**config.mk**
```make
export PLATFORM = sky130hd
export DESIGN_NAME = push_switch_conditioner
export DESIGN_NICKNAME = d
export VERILOG_FILES = /design/src/rtl/push_switch_conditioner.sv
export SDC_FILE = /design/constraint.sdc
export NUM_CORES = 1
export LEC_CHECK = 0
export BUFFER_PORTS_ARGS = -buffer_cell sky130_fd_sc_hd__buf_2
export CAP_MARGIN = 20
export CORE_UTILIZATION = 50
export CTS_CLUSTER_DIAMETER = 60
export DETAILED_ROUTE_END_ITERATION = 16
export PLACE_DENSITY_LB_ADDON = 0.2
export SYNTH_ARGS = -nofsm -noshare
export SYNTH_HDL_FRONTEND = slang
export SYNTH_SLANG_ARGS = --single-unit
```
**constraint.sdc**
```tcl
create_clock -name clk -period 2.2 [get_ports clk]
set_clock_uncertainty 0.05 [all_clocks]
set_input_delay 0.33 -clock clk [delete_from_list [all_inputs] [get_ports clk]]
set_output_delay 0.33 -clock clk [all_outputs]
set_load 0.03 [all_outputs]
```
**src/rtl/push_switch_conditioner.sv**
```systemverilog
// push_switch_conditioner
//   Conditions N_SW raw push switches. Each channel is fully independent:
//   two-flop synchronizer, debounce counter, and a small hold/auto-repeat FSM.
//   All outputs come straight from flops.
//
// Ports
//   clk         : single clock, rising edge
//   reset       : synchronous, active-low reset
//   push_switch : raw asynchronous switches, 1 = pressed
//   sw_level    : debounced level
//   sw_press    : one-cycle pulse when a press is accepted
//   sw_release  : one-cycle pulse when a release is accepted
//   sw_repeat   : auto-repeat pulse while held (first after HOLD, then every REPEAT)
//
// Channel FSM
//   state     | meaning
//   IDLE      | level 0
//   HOLDING   | level 1, counting towards the first repeat
//   REPEATING | level 1, repeat pulse every REPEAT cycles
module push_switch_conditioner #(
  parameter int N_SW     = 6,
  parameter int DEBOUNCE = 4,
  parameter int HOLD     = 10,
  parameter int REPEAT   = 3
) (
  input  logic            clk,
  input  logic            reset,
  input  logic [N_SW-1:0] push_switch,
  output logic [N_SW-1:0] sw_level,
  output logic [N_SW-1:0] sw_press,
  output logic [N_SW-1:0] sw_release,
  output logic [N_SW-1:0] sw_repeat
);

  localparam int DW   = $clog2(DEBOUNCE) + 1;
  localparam int HMAX = (HOLD > REPEAT) ? HOLD : REPEAT;
  localparam int HW   = $clog2(HMAX + 1);

  localparam logic [DW-1:0] DB_LAST  = DW'(DEBOUNCE - 1);
  localparam logic [HW-1:0] HOLD_C   = HW'(HOLD);
  localparam logic [HW-1:0] REPEAT_C = HW'(REPEAT);

  typedef enum logic [1:0] {
    IDLE      = 2'd0,
    HOLDING   = 2'd1,
    REPEATING = 2'd2
  } state_t;

  for (genvar g = 0; g < N_SW; g++) begin : g_ch
    logic          r_sync1;
    logic          r_sync2;
    logic [DW-1:0] r_db_cnt;
    logic [DW-1:0] w_db_cnt_next;
    logic          w_accept;
    logic          r_level;
    state_t        r_state;
    state_t        w_state_next;
    logic [HW-1:0] r_hold_cnt;
    logic [HW-1:0] w_hold_next;
    logic [HW-1:0] w_hold_inc;
    logic          r_press;
    logic          r_release;
    logic          r_repeat;
    logic          w_press_next;
    logic          w_release_next;
    logic          w_repeat_next;

    always_ff @(posedge clk) begin
      if (!reset) begin
        r_sync1 <= 1'b0;
        r_sync2 <= 1'b0;
      end else begin
        r_sync1 <= push_switch[g];
        r_sync2 <= r_sync1;
      end
    end

    // Any cycle where the synced input agrees with the level restarts the
    // count, so only DEBOUNCE consecutive disagreeing cycles are accepted.
    always_comb begin
      w_accept      = 1'b0;
      w_db_cnt_next = '0;
      if (r_sync2 != r_level) begin
        if (r_db_cnt == DB_LAST) begin
          w_accept = 1'b1;
        end else begin
          w_db_cnt_next = r_db_cnt + 1'b1;
        end
      end
    end

    always_ff @(posedge clk) begin
      if (!reset) begin
        r_db_cnt <= '0;
        r_level  <= 1'b0;
      end else begin
        r_db_cnt <= w_db_cnt_next;
        if (w_accept) begin
          r_level <= r_sync2;
        end
      end
    end

    // Counter holds cycles since press (or since last repeat); it is cleared
    // when a repeat fires, so it never needs to exceed max(HOLD, REPEAT).
    always_comb begin
      w_state_next   = r_state;
      w_hold_next    = r_hold_cnt;
      w_hold_inc     = r_hold_cnt + 1'b1;
      w_press_next   = 1'b0;
      w_release_next = 1'b0;
      w_repeat_next  = 1'b0;
      case (r_state)
        IDLE: begin
          w_hold_next = '0;
          if (w_accept && r_sync2) begin
            w_state_next = HOLDING;
            w_hold_next  = HW'(1);
            w_press_next = 1'b1;
          end
        end
        HOLDING: begin
          if (w_accept) begin
            w_state_next   = IDLE;
            w_hold_next    = '0;
            w_release_next = 1'b1;
          end else if (w_hold_inc == HOLD_C) begin
            w_state_next  = REPEATING;
            w_hold_next   = '0;
            w_repeat_next = 1'b1;
          end else begin
            w_hold_next = w_hold_inc;
          end
        end
        REPEATING: begin
          if (w_accept) begin
            w_state_next   = IDLE;
            w_hold_next    = '0;
            w_release_next = 1'b1;
          end else if (w_hold_inc == REPEAT_C) begin
            w_hold_next   = '0;
            w_repeat_next = 1'b1;
          end else begin
            w_hold_next = w_hold_inc;
          end
        end
        default: begin
          w_state_next = IDLE;
          w_hold_next  = '0;
        end
      endcase
    end

    always_ff @(posedge clk) begin
      if (!reset) begin
        r_state    <= IDLE;
        r_hold_cnt <= '0;
        r_press    <= 1'b0;
        r_release  <= 1'b0;
        r_repeat   <= 1'b0;
      end else begin
        r_state    <= w_state_next;
        r_hold_cnt <= w_hold_next;
        r_press    <= w_press_next;
        r_release  <= w_release_next;
        r_repeat   <= w_repeat_next;
      end
    end

    assign sw_level[g]   = r_level;
    assign sw_press[g]   = r_press;
    assign sw_release[g] = r_release;
    assign sw_repeat[g]  = r_repeat;
  end

endmodule

```
==> metrics.md <==
| Metric | Value |
|---|---|
| Synthesized area | `around 4700 µm²` |
| Die span in y | `98.6 µm` |
| Clk Latency, worst-skew pair | `between 300 and 400 ps` |
| Commonest cells after routing, fill and taps aside | `dfxtp_1 (90), ha_1 (54), nor2_1 (46)` |
| Clock transition at the registers of the reported paths | `approximately 90 ps` |
| CP startpoint kind | `register` |
| Final Hold Fails | `0` |
| Layout area overhead | `7.75%` |
| Cells on worst reg2reg path | `5` |
| CTS Buf Count | `9` |
| Chip width | `between 90 and 100 µm` |
| Seq. cell area | `roughly 1800 µm²` |
| Total global routing overflow | `0` |
| Core Rows | `34` |
| Hold depth | `2` |
| Cell area after layout | `between 5000 and 6000 µm²` |
| CTS resizes | `0` |
| HP Class | `input pin to register` |
| Setup Fix Bufs, Post-CTS | `0` |
| Vias in the first global route | `between 3000 and 4000` |
| Layout cells sized above 1 | `between 10% and 20%` |
| Post-synth top flop | `dfxtp_1` |
| Nets | `roughly 600` |
| RSZ-0062 raised after global routing | `no` |
| Initial Util | `a little over half` |
| CP endpoint kind | `register` |
| Commonest non-fill, non-tap cell in the layout | `dfxtp_1` |
| Synth Net Count | `586` |
| Drt wl/cell | `12.4 µm` |
| DR vias | `roughly 3500` |
| Core ar. | `8890 µm²` |
| Fin crit share | `78.8%` |
| Global-route usage over all layers | `roughly 18%` |
| DRC Markers | `0` |
| Critical path fanouts, max | `6` |
| Cell Pwr Density | `roughly 620 nW/µm²` |
| Yosys warns | `0` |
| Clk buf depth | `2` |
| Setup tns final | `0 ps` |
| Diodes inserted | `0` |
| Slew headroom | `75.6%` |
| Initial drt markers | `96` |
| CTS tree | `done` |
| Syn_area_per_cell | `~9 µm²` |
| WL final | `about 8100 µm` |
| Slew @ Worst Pin | `approximately 360 ps` |
| CTS Sinks | `90` |
| Fraction of registers with async set/reset | `0%` |
| First-pass GRT wire length | `14200 µm` |
| Gpl congestion | `about 0.93` |
| Cells after synthesis | `524` |
| Status | `completed` |
| Port-buffer cells | `31` |
| Synthesis-stage register bit count | `90` |
| Post-DRT Antenna Nets | `0` |
| Final setup viols | `0` |
| Pre-antenna DRT Iters | `4` |
| Max_cap viols | `0` |
| Initial antenna violation count | `0` |
| CP Class | `register to register` |
| Max Clk Rate | `just under 600 MHz` |
| EDFF count, synth | `0` |
| Leak pwr | `around 2 nW` |
| Largest net degree at the start of global routing | `22` |
| H-tree depth | `3` |
| HPWL Detailed | `~6000 µm` |
| # hold bufs at CTS | `0` |
| Io pins | `32` |
| Area of the multi-input gates | `around 2500 µm²` |
| Worst Path Arrival | `1920 ps` |
| Yosys cell types | `54` |
| Max-slew violation count | `0` |
| Vias/cell | `~5.4` |
| Peak VDD IR | `between 400 and 500 µV` |
| Seq/Total Area, Yosys | `roughly 39%` |
| Crit path required time | `around 2400 ps` |
| Die area | `roughly 9700 µm²` |
| Fillers | `800` |
| Fin crit period | `1730 ps` |
| Cell Area, Placed | `about 4800 µm²` |
| Root Buffer | `clkbuf_8` |
kinds of logic after synthesis:
| group | Yosys count | synth area share (%) |
|---|---|---|
| flops | 90 | 38.6 |
| buf+inv | 75 | 8.04 |
| compound gates | 98 | 14.8 |
| simple gates | 193 | 21.4 |
| xor+xnor | 14 | 2.63 |
| fa+ha+maj | 54 | 14.5 |
worst paths after layout:
kind,start,end,slack [ps]
setup / recovery,g_ch[2].r_state[1]$_SDFFE_PN0P_,g_ch[2].r_hold_cnt[0]$_SDFF_PN0_,470
hold / removal,push_switch[0],g_ch[0].r_sync1$_SDFF_PN0_,130
setup reg to reg,g_ch[2].r_state[1]$_SDFFE_PN0P_,g_ch[2].r_hold_cnt[0]$_SDFF_PN0_,470
hold reg to reg,g_ch[5].r_db_cnt[0]$_SDFF_PP0_,g_ch[5].r_db_cnt[0]$_SDFF_PP0_,380
registers in the layout, indices dropped and copies added, names as in the netlist:
register	flops
g_ch.r_level	6
g_ch.r_release	6
g_ch.r_press	6
g_ch.r_sync1	6
g_ch.r_repeat	6
g_ch.r_hold_cnt	24
g_ch.r_state	12
g_ch.r_db_cnt	18
g_ch.r_sync2	6
synthesized netlist by cell type, types with 3 or more instances:
cell	number	area share (%)
nand3b_1	18	2.9
nor3b_1	7	1.1
ha_1	54	14
a211oi_1	4	0.64
nand3_1	20	2.1
and2_1	15	2.0
o211ai_1	3	0.48
nand4_1	3	0.40
o22ai_1	7	0.94
nand2_1	39	3.1
inv_1	42	3.4
nor3_1	15	1.6
a21oi_1	28	3.0
xor2_1	12	2.3
a221oi_2	3	0.97
o31ai_1	5	0.80
and3_1	3	0.40
o21ai_1	9	0.97
buf_4	24	3.9
nand2b_1	17	2.3
nor2_1	46	3.7
a31oi_1	6	0.80
buf_2	3	0.32
or2_2	3	0.40
o32ai_1	3	0.56
o21ai_0	4	0.43
dfxtp_1	90	39
a22oi_1	3	0.48
a21bo_1	3	0.64
clkbuf_1	4	0.32
a21o_1	4	0.64
layout make-up:
class / count / area share (%)
multi-input cells: 359 / 49.5
flip-flops and latches: 90 / 35.8
repair buffers: 34 / 3.78
inverters: 43 / 3.21
well taps: 108 / 2.69
clock inverters: 7 / 2.51
clock buffers: 9 / 2.46
per-stage QoR:
step           hold slack, ps  total power, mW  setup slack, ps  instances  util (%)
2_1_floorplan             349             1.76              601        524         -
3_3_place_gp              356             1.79              545        634      53.7
3_5_place_dp              367             1.79              484        634      53.7
4_1_cts                   101             3.14              462        650      56.5
5_1_grt                   112             3.22              294        650      56.5
6_report                  127             3.09              466        650      56.5
report_power, final:
part	switching, mW	internal (mW)	leakage (nW)
logic	0.0585	0.0383	1.16
clock network	0.573	0.766	0.122
registers	0.0121	1.65	0.728
total	0.644	2.45	2.01
metal layers:
layer	vias up	part of all wire (%)	track usage, %
met3	8	3.9	4.61
met4	0	0.69	6.54
met5	-	0	0
met1	1604	47	21.2
li1	1812	-	-
met2	61	48	31.0
worst max-delay path: stages (launching register included):
cell and delay, ps:
dfxtp_1 380, inv_1 100, ha_1 250, or4_1 510, a31oi_1 220, o32ai_1 110
No activity file was read; power rests on OpenSTA's default activity.
